`config.mk`:
```
export PLATFORM = sky130hd
export DESIGN_NAME = cpu7_ifu_dec_queue
export DESIGN_NICKNAME = d
export VERILOG_FILES = /design/src/rtl/cpu7_ifu_dec_queue.sv
export SDC_FILE = /design/constraint.sdc
export NUM_CORES = 1
export LEC_CHECK = 0
export ABC_AREA = 1
export CORE_UTILIZATION = 45
export DETAILED_ROUTE_END_ITERATION = 12
export GPL_ROUTABILITY_DRIVEN = 1
export PLACE_DENSITY = 0.67
export RECOVER_POWER = 100
export SLEW_MARGIN = 20
export SYNTH_ARGS = -nofsm -noshare
export SYNTH_HDL_FRONTEND = slang
export SYNTH_SLANG_ARGS = --single-unit
```
`constraint.sdc`:
```
create_clock -name clk -period 19.95 [get_ports clk]
set_input_delay 3.99 -clock clk [delete_from_list [all_inputs] [get_ports clk]]
set_output_delay 3.99 -clock clk [all_outputs]
set_load 0.05 [all_outputs]
```
`src/rtl/cpu7_ifu_dec_queue.sv`:
```
// Fetch-to-decode instruction queue: DEPTH-entry circular FIFO between the
// fetch datapath and the decoder. It provides valid/ready handshakes on both
// sides, a flush, and an occupancy count. The decoder reads the head entry
// combinationally. A pending interrupt is merged into the head entry's
// exception fields on the way out; the stored entry itself is never changed.
module cpu7_ifu_dec_queue #(
    parameter int          GRLEN   = 32,
    parameter int          DEPTH   = 4,
    parameter int          HINT_W  = 4,
    parameter logic [5:0]  EXC_INT = 6'd0
) (
    input  logic                          clk,
    input  logic                          rst,
    input  logic                          flush,
    input  logic                          in_valid,
    output logic                          in_ready,
    input  logic [GRLEN-1:0]              in_pc,
    input  logic [31:0]                   in_inst,
    input  logic [GRLEN-3:0]              in_br_target,
    input  logic                          in_br_taken,
    input  logic                          in_exception,
    input  logic [5:0]                    in_exccode,
    input  logic [HINT_W-1:0]             in_hint,
    input  logic                          int_except,
    output logic                          out_valid,
    input  logic                          out_ready,
    output logic [GRLEN-1:0]              out_pc,
    output logic [31:0]                   out_inst,
    output logic [GRLEN-3:0]              out_br_target,
    output logic                          out_br_taken,
    output logic                          out_exception,
    output logic [5:0]                    out_exccode,
    output logic [HINT_W-1:0]             out_hint,
    output logic [$clog2(DEPTH):0]        count
);

    localparam int PW = $clog2(DEPTH);
    localparam int CW = PW + 1;
    // Packed entry layout: {pc, inst, br_target, br_taken, exception, exccode, hint}
    localparam int EW = GRLEN + 32 + (GRLEN - 2) + 1 + 1 + 6 + HINT_W;
    localparam logic [CW-1:0] FULL = CW'(DEPTH);

    logic [PW-1:0] rp_reg;
    logic [PW-1:0] wp_reg;
    logic [CW-1:0] count_reg;
    logic [CW-1:0] count_next;
    logic [EW-1:0] entry_q [DEPTH];
    logic [EW-1:0] in_entry;
    logic [EW-1:0] head;
    logic          clr;
    logic          push;
    logic          pop;

    assign in_ready  = (count_reg != FULL);
    assign out_valid = (count_reg != '0);
    assign count     = count_reg;

    // Reset and flush share one path; either voids any handshake in that cycle.
    assign clr  = rst | flush;
    assign push = in_valid & in_ready & ~clr;
    assign pop  = out_valid & out_ready & ~clr;

    assign in_entry = {in_pc, in_inst, in_br_target, in_br_taken,
                       in_exception, in_exccode, in_hint};

    // One storage register per slot, written only when the write pointer selects it.
    // Storage is deliberately left out of reset: out_valid masks stale contents.
    for (genvar gi = 0; gi < DEPTH; gi++) begin : gen_entry
        logic [EW-1:0] entry_reg;

        // Capture the incoming instruction into this slot on an accepted push.
        always_ff @(posedge clk) begin
            if (push && (wp_reg == PW'(gi))) begin
                entry_reg <= in_entry;
            end
        end

        assign entry_q[gi] = entry_reg;
    end

    // Occupancy update: simultaneous push and pop leave the count unchanged.
    always_comb begin
        count_next = count_reg;
        case ({push, pop})
            2'b10:   count_next = count_reg + 1'b1;
            2'b01:   count_next = count_reg - 1'b1;
            default: count_next = count_reg;
        endcase
    end

    // Pointer and count registers; pointers wrap naturally because DEPTH is a power of two.
    always_ff @(posedge clk) begin
        if (clr) begin
            rp_reg    <= '0;
            wp_reg    <= '0;
            count_reg <= '0;
        end else begin
            if (push) wp_reg <= wp_reg + 1'b1;
            if (pop)  rp_reg <= rp_reg + 1'b1;
            count_reg <= count_next;
        end
    end

    assign head = entry_q[rp_reg];

    // Head presentation: zero when empty, otherwise the head entry with the interrupt merged in.
    always_comb begin
        out_pc        = '0;
        out_inst      = '0;
        out_br_target = '0;
        out_br_taken  = 1'b0;
        out_exception = 1'b0;
        out_exccode   = 6'd0;
        out_hint      = '0;
        if (out_valid) begin
            out_pc        = head[EW-1 -: GRLEN];
            out_inst      = head[EW-GRLEN-1 -: 32];
            out_br_target = head[EW-GRLEN-33 -: GRLEN-2];
            out_br_taken  = head[HINT_W+7];
            out_exception = head[HINT_W+6] | int_except;
            if (int_except) begin
                out_exccode = EXC_INT;
            end else if (head[HINT_W+6]) begin
                out_exccode = head[HINT_W+5 -: 6];
            end
            out_hint      = head[HINT_W-1:0];
        end
    end

endmodule

```
; After elaboration in Yosys (flattened, before gate mapping)
; Cells that the tools add are included.
[totals]
ff_bits = 431
in_bits = 112
output_inout_bits = 111
word_cells = 46
[op_classes]
addsub = 4
magnitude_cmp = 1
n_eq_ne = 6
mux = 13
n_bitwise = 8
n_reduce_logical = 7
[op_table]
columns = op, count
row1 = $bmux W106 S2, 1
row2 = $mux W106, 2
row3 = $mux W32, 2
row4 = $mux W30, 1
row5 = $mux W6, 3
row6 = $eq A2 B2 Y1 const B, 3
row7 = $pmux W3 S2, 1
row8 = $add A2 B1 Y2 const B, 2
row9 = $and A1 B1 Y1, 4
row10 = $eq A2 B1 Y1 const B, 2
row11 = $logic_and A1 B1 Y1, 4
row12 = $mux W4, 1
row13 = $add A3 B1 Y3 const B, 1
row14 = $ge A3 B3 Y1 const B, 1
row15 = $ne A3 B3 Y1 const B, 1
row16 = $not A2 Y3, 1
row17 = $reduce_bool A3 Y1, 1
row18 = $sub A3 B1 Y3 const B, 1
row19 = $logic_not A2 Y1, 1
row20 = $mux W1, 2
row21 = $or A1 B1 Y1, 2
row22 = $reduce_bool A2 Y1, 1
row23 = $not A1 Y1, 1

; Logic depth before layout (Yosys ltp)
[depth]
word_depth = 7
ltp_mapped = 13
mapped_depth_nobuf = 13

; Least setup slack after synthesis
; No wires, ideal clock.
[synth_timing]
path_type = input to register
from = input flush
to = register gen_entry[0].entry_reg[0] (enable)
setup_time_ns = 0.572
arrival_time_ns = 8.945
required_ns = 19.378
setup_slack_ns = 10.433
stages = 3
n_path_buf = 0
path_cell_list = nor2_1 nand3_1 nor2_1
[synth_between]
elab_chain_cells = 4
[synth_lines]
columns = item, line
row1 = "start, declared", 14  ; input logic flush,
row2 = $or A1 B1 Y1, 59  ; assign clr = rst | flush;
row3 = $not A1 Y1, 60  ; assign push = in_valid & in_ready & ~clr;
row4 = $and A1 B1 Y1, 60
row5 = $logic_and A1 B1 Y1, 73  ; if (push && (wp_reg == PW'(gi))) begin
row6 = "end signal, assigned", 74  ; entry_reg <= in_entry;
row7 = "end, declared", 69  ; logic [EW-1:0] entry_reg;
; Every way passes these cells.
; A chain may end at the register's enable or synchronous reset.

; Worst setup path after layout
[layout_timing]
from = register rp_reg[1]
to = output out_exccode[2]
[layout_between]
elab_chain_cells = 7
[layout_lines]
columns = item, line
row1 = "start, declared", 43  ; logic [PW-1:0] rp_reg;
row2 = "start signal, assigned", 99  ; if (pop) rp_reg <= rp_reg + 1'b1;
row3 = $not A2 Y3 (implied by the code), 104  ; assign head = entry_q[rp_reg];
row4 = $bmux W106 S2, 104
row5 = $mux W106 (implied by the code) (2 in series), 104
row6 = $mux W6, 123  ; end else if (head[HINT_W+6]) begin
row7 = $mux W6, 121  ; if (int_except) begin
row8 = $mux W6, 115  ; if (out_valid) begin
row9 = "end, declared", 32  ; output logic [5:0] out_exccode,
; Every way passes these cells. The select of a mux whose other input is x is not followed.

==> impl_metrics.csv <==
group,metric,value,unit
routing,avgRoutedWirePerCell,18.1,um
setup_path,critPathMaxStageDelay,2.74,ns
global_routing,grt_max_degree,138,
clocking,cts_inserted_buffers,45,
clocking,cts_tree,"built",
global_routing,grt.total_usage,19.5,%
synthesis,synth_cells,1342,
synthesis,yosysSeqAreaShare,76.2,%
synthesis,synth_cell_types,20,
power_and_ir_drop,p_int,1.48,mW
routing,drc,0,
status,violations,"max-capacitance violations, max-slew violations",
synthesis,synth_edf_count,424,
floorplanning,die_x,196,um
worst_hold_path,holdPathStages,2,
job,maxCapViolCount,13,
setup_path,r2r_start,"count[1]$_SDFFE_PP0P_",
setup_path,worstReg2RegEnd,"gen_entry[1].entry_reg[16]$_DFFE_PP_",
routing,drt-total-wl,37.2,mm
synthesis,synth_most_common_cell,"edfxtp_1",
power_and_ir_drop,p_seq_share,54.4,%
timing,finalCritPeriodShare,64.0,%
routing,avgViaCountPerCell,5.19,
floorplanning,coreArea,36800,um2
timing,grt_setup_unrepaired,"no",
clocking,cts_hold_repair.buffers,0,
worst_hold_path,hold_start,"wp_reg[0]$_SDFFE_PP0P_",
setup_path,cp_num_buf_inv,3,
synthesis,ys_ff_latch,431,
global_routing,gr-total-overflow,0,
setup_path,critical_path_arrival,8.77,ns
setup_path,crit_path_start_kind,"register",
floorplanning,start_util,45.9,%
timing,max-slew-margin-rel,-163,%
power_and_ir_drop,pwr-share-comb,4.8,%
timing,fmax,78.3,MHz
setup_path,cp_max_fo,55,
timing,setup_violations,0,
placement,dp_hpwl,19.5,mm
power_and_ir_drop,p_switching,0.377,mW
global_routing,antenna_found_initial,9,
synthesis,syn_nets,1460,
clocking,htreeDepth,2,
synthesis,async_flop_share,0,%
setup_path,reg2reg_depth,6,
status,outcome,"finished, violations left",
floorplanning,fp.dieArea,38300,um2
clocking,clk_latency,0.54,ns
synthesis,avgSynthCellArea,12.6,um2
synthesis,yosys-top-cells-area,"edfxtp_1 75%, nor2_1 9.2%, o21ai_0 5.7%",
timing,post-route-min-period,12.76,ns
setup_path,critical_path.top_delay_family,"buffers and inverters",
synthesis,synth_area_leader_cell,"edfxtp_1",
clocking,clock_path_buffers,3,
global_routing,grt_pass1_vias,10574,
final_layout,syn_to_final_growth,22.5,%
clocking,cts.sinks,431,
final_layout,largest_reg_flops,424,
worst_hold_path,holdPathEnd,"wp_reg[0]$_SDFFE_PP0P_",
timing,skew,0.0143,ns
floorplanning,rows,70,
setup_path,cp_slowest_cell,"clkinvlp_2",
setup_path,crit_required,15.96,ns
power_and_ir_drop,netSwitchingFraction,20.3,%
worst_hold_path,hp-class,"reg -> reg",
setup_path,endpoint_kind,"output pin",
synthesis,synth_common_cells,"424 x edfxtp_1, 416 x nor2_1, 194 x o21ai_0",
placement,gp_congestion,0.769,
final_layout,num-fill-cells,2990,
timing,drv_slew,650,
power_and_ir_drop,peakVddDrop,0.0000669,V
clocking,cts.clk_slew.worst_paths,0.06,ns
setup_path,path_depth,6,
clocking,cts_resized,0,
timing,hold_violations,0,
setup_path,reg2reg_setup_slack,12.32,ns
power_and_ir_drop,clock_power_share,40.8,%
routing,drt-initial-drc-count,593,
global_routing,grt_pass1_wl,57.7,mm
synthesis,yosys_warnings,0,
setup_path,cp_common_cell,"nand3_1",
power_and_ir_drop,p_per_area,89.7,nW/um2
routing,vias,10640,
power_and_ir_drop,total_power,1.86,mW
routing,drtAntennaViolNets,0,
timing,setup_tns,0,ns
synthesis,synth_area,16900,um2
synthesis,synth_ff_type,"edfxtp_1",
floorplanning,fp.dieH,196,um
clocking,root_buffer,"clkbuf_16",
routing,first_pass_iters,4,
timing,tightest_slew,3.94,ns
floorplanning,io_pins,223,
setup_path,setup.worst_path.class,"reg -> out",
setup_path,critPathLaunch,"rp_reg[1]$_SDFFE_PP0P_",
setup_path,cp_cell_sequence,"clkinvlp_2, clkbuf_1, nand3_1, nand3_1, nor2_1, dlygate4sd3_1",
clocking,postCtsSetupBuffers,0,
final_layout,finalNetCount,1663,
synthesis,synth_top_cell_area_share,75.4,%
placement,portBuffers,222,
final_layout,drive_gt1_share,3.93,%
power_and_ir_drop,p_leak,7.33,nW
==> layout by cell type, fill, tap and decap left out, drive strengths merged <==
cell,count
buf,4
a21oi,104
clkbuf,75
fa,1
nand4,1
edfxtp,424
diode,5
clkdlybuf4s50,8
clkinv,12
bufinv,1
dlygate4sd3,214
clkinvlp,1
nor2,416
dfxtp,7
ha,5
inv,24
nand3,6
o21ai,201
nand2,73
==> kinds of logic after synthesis <==
kind of cell	count (synthesis)	synth area share [%]
AOI/OAI and AO/OA	305	9.04
adders and majority gates	6	0.489
buffers and inverters	104	3.16
DFF	431	76.2
and+or+nand+nor	496	11.1
==> metrics by stage <==
stage | instance area [um2] | std cells | worst slack (ns) | utilization [%] | hold slack [ns]
after floorplan | 16900 | 1342 | 10.43 | - | 0.507
after global placement | 19400 | 1966 | 10.31 | 52.7 | 0.548
after detailed placement | 19400 | 1966 | 10.22 | 52.7 | 0.549
after CTS | 20700 | 2045 | 10.21 | 56.4 | 0.558
after global routing | 20700 | 2048 | 6.55 | 56.2 | 0.596
final | 20700 | 2050 | 7.19 | 56.3 | 0.557
==> power groups by stage <==
stage | clock [mW] | sequential [mW] | combinational, mW
after floorplan | 0 | 1.03 | 0.0448
after global placement | 0 | 1.03 | 0.0951
after detailed placement | 0 | 1.03 | 0.0964
after CTS | 0.776 | 1.01 | 0.0969
after global routing | 0.807 | 1.01 | 0.0964
final | 0.758 | 1.01 | 0.0890
==> final cells by class <==
class                           instances  area (um2)  share of cell area [%]
Clock inverter                         14        87.6                   0.423
Tap cell                              468         586                    2.83
Inverter                               24        98.8                   0.478
Multi-Input combinational cell        807        3500                    16.9
Clock buffer                           65        1240                    6.01
Timing Repair Buffer                  236        2290                    11.1
Antenna cell                            5        12.5                  0.0605
Sequential cell                       431       12900                    62.2
==> worst max-delay path by stage <==
stage / slack [ns] / to
floorplan: 10.43 / gen_entry[0].entry_reg[0]$_DFFE_PP_
global placement: 10.31 / out_exccode[5]
detailed placement: 10.22 / out_exccode[2]
CTS: 10.21 / out_exccode[2]
global route: 6.55 / out_exccode[2]
finish: 7.19 / out_exccode[2]
==> routing by layer <==
layer / up-vias / part of all wire [%] / global-route usage (%)
li1: 5130 / - / -
met5: - / 0.13 / 0
met3: 60 / 6.2 / 4.45
met2: 271 / 48 / 32.4
met4: 8 / 1.8 / 6.16
met1: 5171 / 43 / 25.6
==> tightest hold or removal path: stages (launching register included) <==
cell	delay [ns]
dfxtp_1	0.34
a21oi_1	0.12
nor2_1	0.05
Note: power is estimated with default switching activity, not from simulation.
